$ cat config.mk
export PLATFORM = sky130hd
export DESIGN_NAME = fir_window_unpack
export DESIGN_NICKNAME = d
export VERILOG_FILES = /design/src/rtl/fir_window_unpack.sv
export SDC_FILE = /design/constraint.sdc
export NUM_CORES = 1
export LEC_CHECK = 0
export ABC_AREA = 1
export BUFFER_PORTS_ARGS = -buffer_cell sky130_fd_sc_hd__buf_2
export CAP_MARGIN = 20
export CORE_ASPECT_RATIO = 0.9
export CORE_MARGIN = 8
export CORE_UTILIZATION = 31
export DETAILED_ROUTE_END_ITERATION = 10
export SYNTH_ARGS = -nofsm -noshare
export SYNTH_HDL_FRONTEND = slang
export SYNTH_SLANG_ARGS = --single-unit
export TNS_END_PERCENT = 20
$ cat constraint.sdc
create_clock -name system1000 -period 2.01 [get_ports system1000]
set_clock_uncertainty 0.15 [all_clocks]
set_input_delay 0.402 -clock system1000 [delete_from_list [all_inputs] [get_ports system1000]]
set_output_delay 0.402 -clock system1000 [all_outputs]
set_load 0.02 [all_outputs]
$ cat src/rtl/fir_window_unpack.sv
// fir_window_unpack
//   Converts packed FIR sample windows back into a serial signed sample stream,
//   one sample per output handshake.
//
// Parameters:
//   SAMPLE_W     width of one signed sample
//   NUM_SAMPLES  samples per window (2..16)
//   NEWEST_FIRST 0: oldest slice (bits [SAMPLE_W-1:0]) first; 1: newest (top) slice first
//
// Ports:
//   system1000       clock, rising edge
//   system1000_rstn  asynchronous reset, active low
//   in_valid/in_ready/in_window          window input handshake
//   out_valid/out_ready/out_sample/out_last  sample output handshake
module fir_window_unpack #(
    parameter int SAMPLE_W     = 16,
    parameter int NUM_SAMPLES  = 4,
    parameter int NEWEST_FIRST = 0
) (
    input  logic                            system1000,
    input  logic                            system1000_rstn,
    input  logic                            in_valid,
    output logic                            in_ready,
    input  logic [NUM_SAMPLES*SAMPLE_W-1:0] in_window,
    output logic                            out_valid,
    input  logic                            out_ready,
    output logic [SAMPLE_W-1:0]             out_sample,
    output logic                            out_last
);

    localparam int                CNT_W    = $clog2(NUM_SAMPLES);
    localparam int                WIN_W    = NUM_SAMPLES * SAMPLE_W;
    localparam logic [CNT_W-1:0]  LAST_IDX = CNT_W'(NUM_SAMPLES - 1);

    typedef enum logic {
        EMPTY  = 1'b0,
        STREAM = 1'b1
    } state_t;

    state_t             r_state;
    logic [WIN_W-1:0]   r_hold;
    logic [CNT_W-1:0]   r_cnt;

    logic               w_last;
    logic               w_in_ready;
    logic               w_in_fire;
    logic               w_out_fire;
    logic [WIN_W-1:0]   w_hold_shift;
    logic [SAMPLE_W-1:0] w_sample;

    assign w_last     = (r_state == STREAM) && (r_cnt == LAST_IDX);
    // A new window may enter in the same cycle the final sample leaves,
    // which keeps the stream gap-free across window boundaries.
    assign w_in_ready = (r_state == EMPTY) || (out_ready && w_last);
    assign w_in_fire  = in_valid && w_in_ready;
    assign w_out_fire = (r_state == STREAM) && out_ready;

    // The emitted slice is always at one end of the hold register; shifting
    // toward that end brings the next sample into position.
    generate
        if (NEWEST_FIRST != 0) begin : g_newest
            assign w_hold_shift = {r_hold[WIN_W-SAMPLE_W-1:0], {SAMPLE_W{1'b0}}};
            assign w_sample     = r_hold[WIN_W-1 -: SAMPLE_W];
        end else begin : g_oldest
            assign w_hold_shift = {{SAMPLE_W{1'b0}}, r_hold[WIN_W-1:SAMPLE_W]};
            assign w_sample     = r_hold[SAMPLE_W-1:0];
        end
    endgenerate

    always_ff @(posedge system1000 or negedge system1000_rstn) begin
        if (!system1000_rstn) begin
            r_state <= EMPTY;
            r_hold  <= '0;
            r_cnt   <= '0;
        end else if (w_in_fire) begin
            r_state <= STREAM;
            r_hold  <= in_window;
            r_cnt   <= '0;
        end else if (w_out_fire) begin
            r_hold <= w_hold_shift;
            if (w_last) begin
                r_state <= EMPTY;
                r_cnt   <= '0;
            end else begin
                r_cnt <= r_cnt + CNT_W'(1);
            end
        end
    end

    assign in_ready   = w_in_ready;
    assign out_valid  = (r_state == STREAM);
    assign out_sample = w_sample;
    assign out_last   = w_last;

endmodule

======== Word level (Yosys, flattened, before mapping) ========
Index checks and enable logic that the tools add are counted.
word-level totals
  bits in writable memories ............... 0
  word-level logic and storage cells ...... 22
  input port bits ......................... 68
  register bits ........................... 67
  output and inout port bits .............. 19
  bits in latches ......................... 0
  memories kept ........................... 0
  bits in read-only memories .............. 0
cells by class
  bitwise gates (word level) .............. 1
  multiplexer cells ....................... 8
  shifts and indexed selects .............. 0
  reductions and logical operators ........ 8
  divide/modulo/power cells ............... 0
  multiply operators ...................... 0
  magnitude comparators ................... 0
  equal/unequal tests ..................... 1
  add/sub/neg operators ................... 1
operators with widths
  cell                                                            count
  64-bit 2-to-1 mux                                               2
  2-bit 2-to-1 mux                                                3
  1-bit logical AND                                               4
  2-bit nonzero test                                              2
  1-bit 2-to-1 mux                                                3
  2-bit by 1-bit adder with 2-bit output (second input constant)  1
  2-bit equality test (second input constant)                     1
  2-bit AND reduction                                             1
  1-bit logical OR                                                1
  1-bit inverter                                                  1

======== Depth between registers and ports, before layout ========
  depth after elaboration ................. 7
  mapped depth ............................ 8
  gate-level depth less buffers ........... 7

======== Least setup slack after synthesis ========
OpenSTA, ideal clock, no wires.
  path type ............................... register to output
  from .................................... register r_cnt[0]
  to ...................................... output port in_ready
  data arrival time ....................... 1.069 ns
  data required time ...................... 1.458 ns
  buffers on the path ..................... 2
  setup slack ............................. 0.389 ns
  stages on the path, launching flop included .. 6
  cell sequence ........................... dfrtp_1 -> ha_1 -> nand2_1 -> nand2_1 -> buf_4 -> buf_2
between the ends
  longest elaborated chain between the ends .. 4
ends and longest elaborated chain
  item                    RTL line  RTL
  from (decl)             42        logic [CNT_W-1:0] r_cnt;
  from (signal assigned)  85        r_cnt <= r_cnt + CNT_W'(1);
  2-bit equality test     51        assign w_last = (r_state == STREAM) && (r_cnt == LAST_IDX);
  1-bit logical AND       51
  1-bit logical AND       54        assign w_in_ready = (r_state == EMPTY) || (out_ready && w_last);
  1-bit logical OR        54
  to (decl)               23        output logic in_ready,
No other way between the ends.

======== Worst setup path after layout ========
Ends and elaborated chain as after synthesis.

==> metrics.csv <==
metric;value;unit
dpl hpwl;6.89;mm
P_leak;2.65;nW
DR vias;3236;
DIE HEIGHT;118;um
Cell Count, Final, Fillers Out;724;
1st-iter DRT viols;232;
Seq/Total Area, Yosys;46.8;%
cell area after synthesis;3580;sq um
Worst setup EP type;primary output;
CP Launch Type;register;
Fmax;525;MHz
vias in the first global route;3455;
critical path fanouts, max;5;
Rows;37;
Unique masters post-synth;12;
final setup fails;0;
TritonCTS clock tree;yes;
Max Cap Viol;0;
Max clock buf depth;2;
utilization after layout;38.9;%
antenna cells;0;
largest net degree at the start of global routing;56;
min cycle time layout;1910;ps
fin nets;632;
delay of the slowest critical-path stage;400;ps
first-pass GRT wire length;16.5;mm
CORE AREA;11300;sq um
Final Cycle Share;94.9;%
Crit-path slowest cell;dfrtp_1;
Max H-tree Level;3;
commonest cells after routing, fill and taps aside;nand2_1, nand3_1, inv_1;
setup TNS;0;ps
Pre-antenna DRT Iters;4;
post-DR wirelength/cell;13.3;um
Worst Hold Class;in -> reg;
RSZ-0062 raised after global routing;no;
port bufs;86;
Worst-Margin Slew;630;ps
syn avg cell area;7.16;sq um
worst hold slack;158;ps
Placed Instances;707;
Syn Nets;569;
Initial Util;31.6;%
post-CTS resize count;0;
WS Path Type;reg -> out;
status;finished clean;
GRT busiest layer;met2;
total gr overflow;0;
Mapped Cells;500;
routability congestion estimate from global placement;0.750;
PwrDens;1310;nW/um^2
total die area;15200;sq um
clock buffer count from CTS;9;
All-Layer GR Usage;13.5;%
final hold violations;0;
drt drc;0;
clk slew on worst S/H paths;60;ps
CTS sink cnt;67;
commonest non-fill, non-tap cell in the layout;nand2_1;
I/O pin total;87;
layout cells sized above 1;20.4;%
Vias per Instance;4.47;
GRT met2 Usage;20.9;%
Peak VDD IR;0.411;mV
final antenna-violating net count;0;
area grow syn2layout;23.4;%
final wirelength;9.64;mm
die width;129;um
crit path cell chain;ha_1 > nand2_1 > nand2_2 > buf_2;
Slew headroom;58.0;%
Global Route met1 Usage;17.5;%
synth warn;0;
initial antenna violation count;0;
flops & latches, synth;67;
fin. max-slew vios;0;
CP required;1460;ps
post-CTS setup buffers;0;
CP arrival;1350;ps
worst skew pair latency;330;ps
root buffer cell;clkbuf_16;
met3 Use GR;4.48;%
-- repair_timing --
item,4_1_cts,5_1_grt
hold endpoints to repair,19,0
hold buffers,1,0
endpoints found under the setup margin,0,0
-- final cells by class --
type / count / area (sq um)
Clock buffer: 9 / 225
Clock inverter: 7 / 91.3
Fill cell: 1212 / 6930
Inverter: 99 / 372
Multi-Input combinational cell: 287 / 1260
Sequential cell: 67 / 1680
Tap cell: 156 / 195
Timing Repair Buffer: 99 / 593
-- sequential cells by signal, indices dropped and copies added, names as in the netlist --
| signal | cells |
|---|---|
| out_valid | 1 |
| r_hold | 64 |
| r_cnt | 2 |
-- routing by layer --
metal | vias to the layer above | share of wire [%] | routed length, um
li1 | 1626 | - | -
met1 | 1520 | 47 | 4490
met2 | 83 | 46 | 4450
met3 | 7 | 6.5 | 622
met4 | 0 | 0.79 | 76
met5 | - | 0 | 0
-- metrics by stage --
stage / area, sq um / power [mW] / setup WS, ps
3_3_place_gp: 4090 / 4.09 / 326
6_report: 4420 / 5.79 / 103
3_5_place_dp: 4090 / 4.13 / 279
4_1_cts: 4420 / 5.85 / 83.4
2_1_floorplan: 3580 / 3.67 / 389
5_1_grt: 4420 / 6.25 / 52.9
-- final timing paths --
| kind | depth (start not counted) | endpoint | slack (ps) | from |
|---|---|---|---|---|
| setup reg to reg | 7 | r_hold[22] | 260 | r_cnt[0] |
| min in group asynchronous | 2 | r_hold[52] | 480 | system1000_rstn |
| setup / recovery | 4 | in_ready | 100 | r_cnt[0] |
| max in group asynchronous | 3 | r_hold[35] | 680 | system1000_rstn |
| hold reg to reg | 2 | r_hold[21] | 330 | r_hold[21] |
| hold / removal | 3 | r_hold[60] | 160 | in_window[60] |
-- cell families after synthesis --
group                      Yosys count  share of synthesized area [%]
adders and majority gates            1                          0.349
DFF                                 67                           46.8
buffers and inverters              146                           18.1
and+or+nand+nor                    269                           32.2
AOI/OAI and AO/OA                   17                           2.48
-- where the power goes --
| group | total (mW) | internal, mW | switching, mW |
|---|---|---|---|
| registers | 2.16 | 1.87 | 0.282 |
| logic | 1.95 | 0.686 | 1.26 |
| clock network | 1.69 | 1.08 | 0.604 |
-- Yosys cell counts --
| library cell | count | area, sq um |
|---|---|---|
| clkbuf_1 | 7 | 26.3 |
| buf_1 | 1 | 3.75 |
| buf_4 | 21 | 158 |
| o21ai_2 | 1 | 8.76 |
| nand2_1 | 154 | 578 |
| nand3_1 | 114 | 571 |
| o21ai_0 | 16 | 80.1 |
| ha_1 | 1 | 12.5 |
| dfrtp_1 | 67 | 1680 |
| buf_2 | 18 | 90.1 |
| inv_1 | 99 | 372 |
| nor2_1 | 1 | 3.75 |
-- worst max-delay path: cells and delay by family, from the launching register on --
family	cells	cell delay, ps
buffers and inverters	1	200
adders and majority gates	1	230
and+or+nand+nor	2	190
DFF	1	400
(Power assumes the default switching activity.)
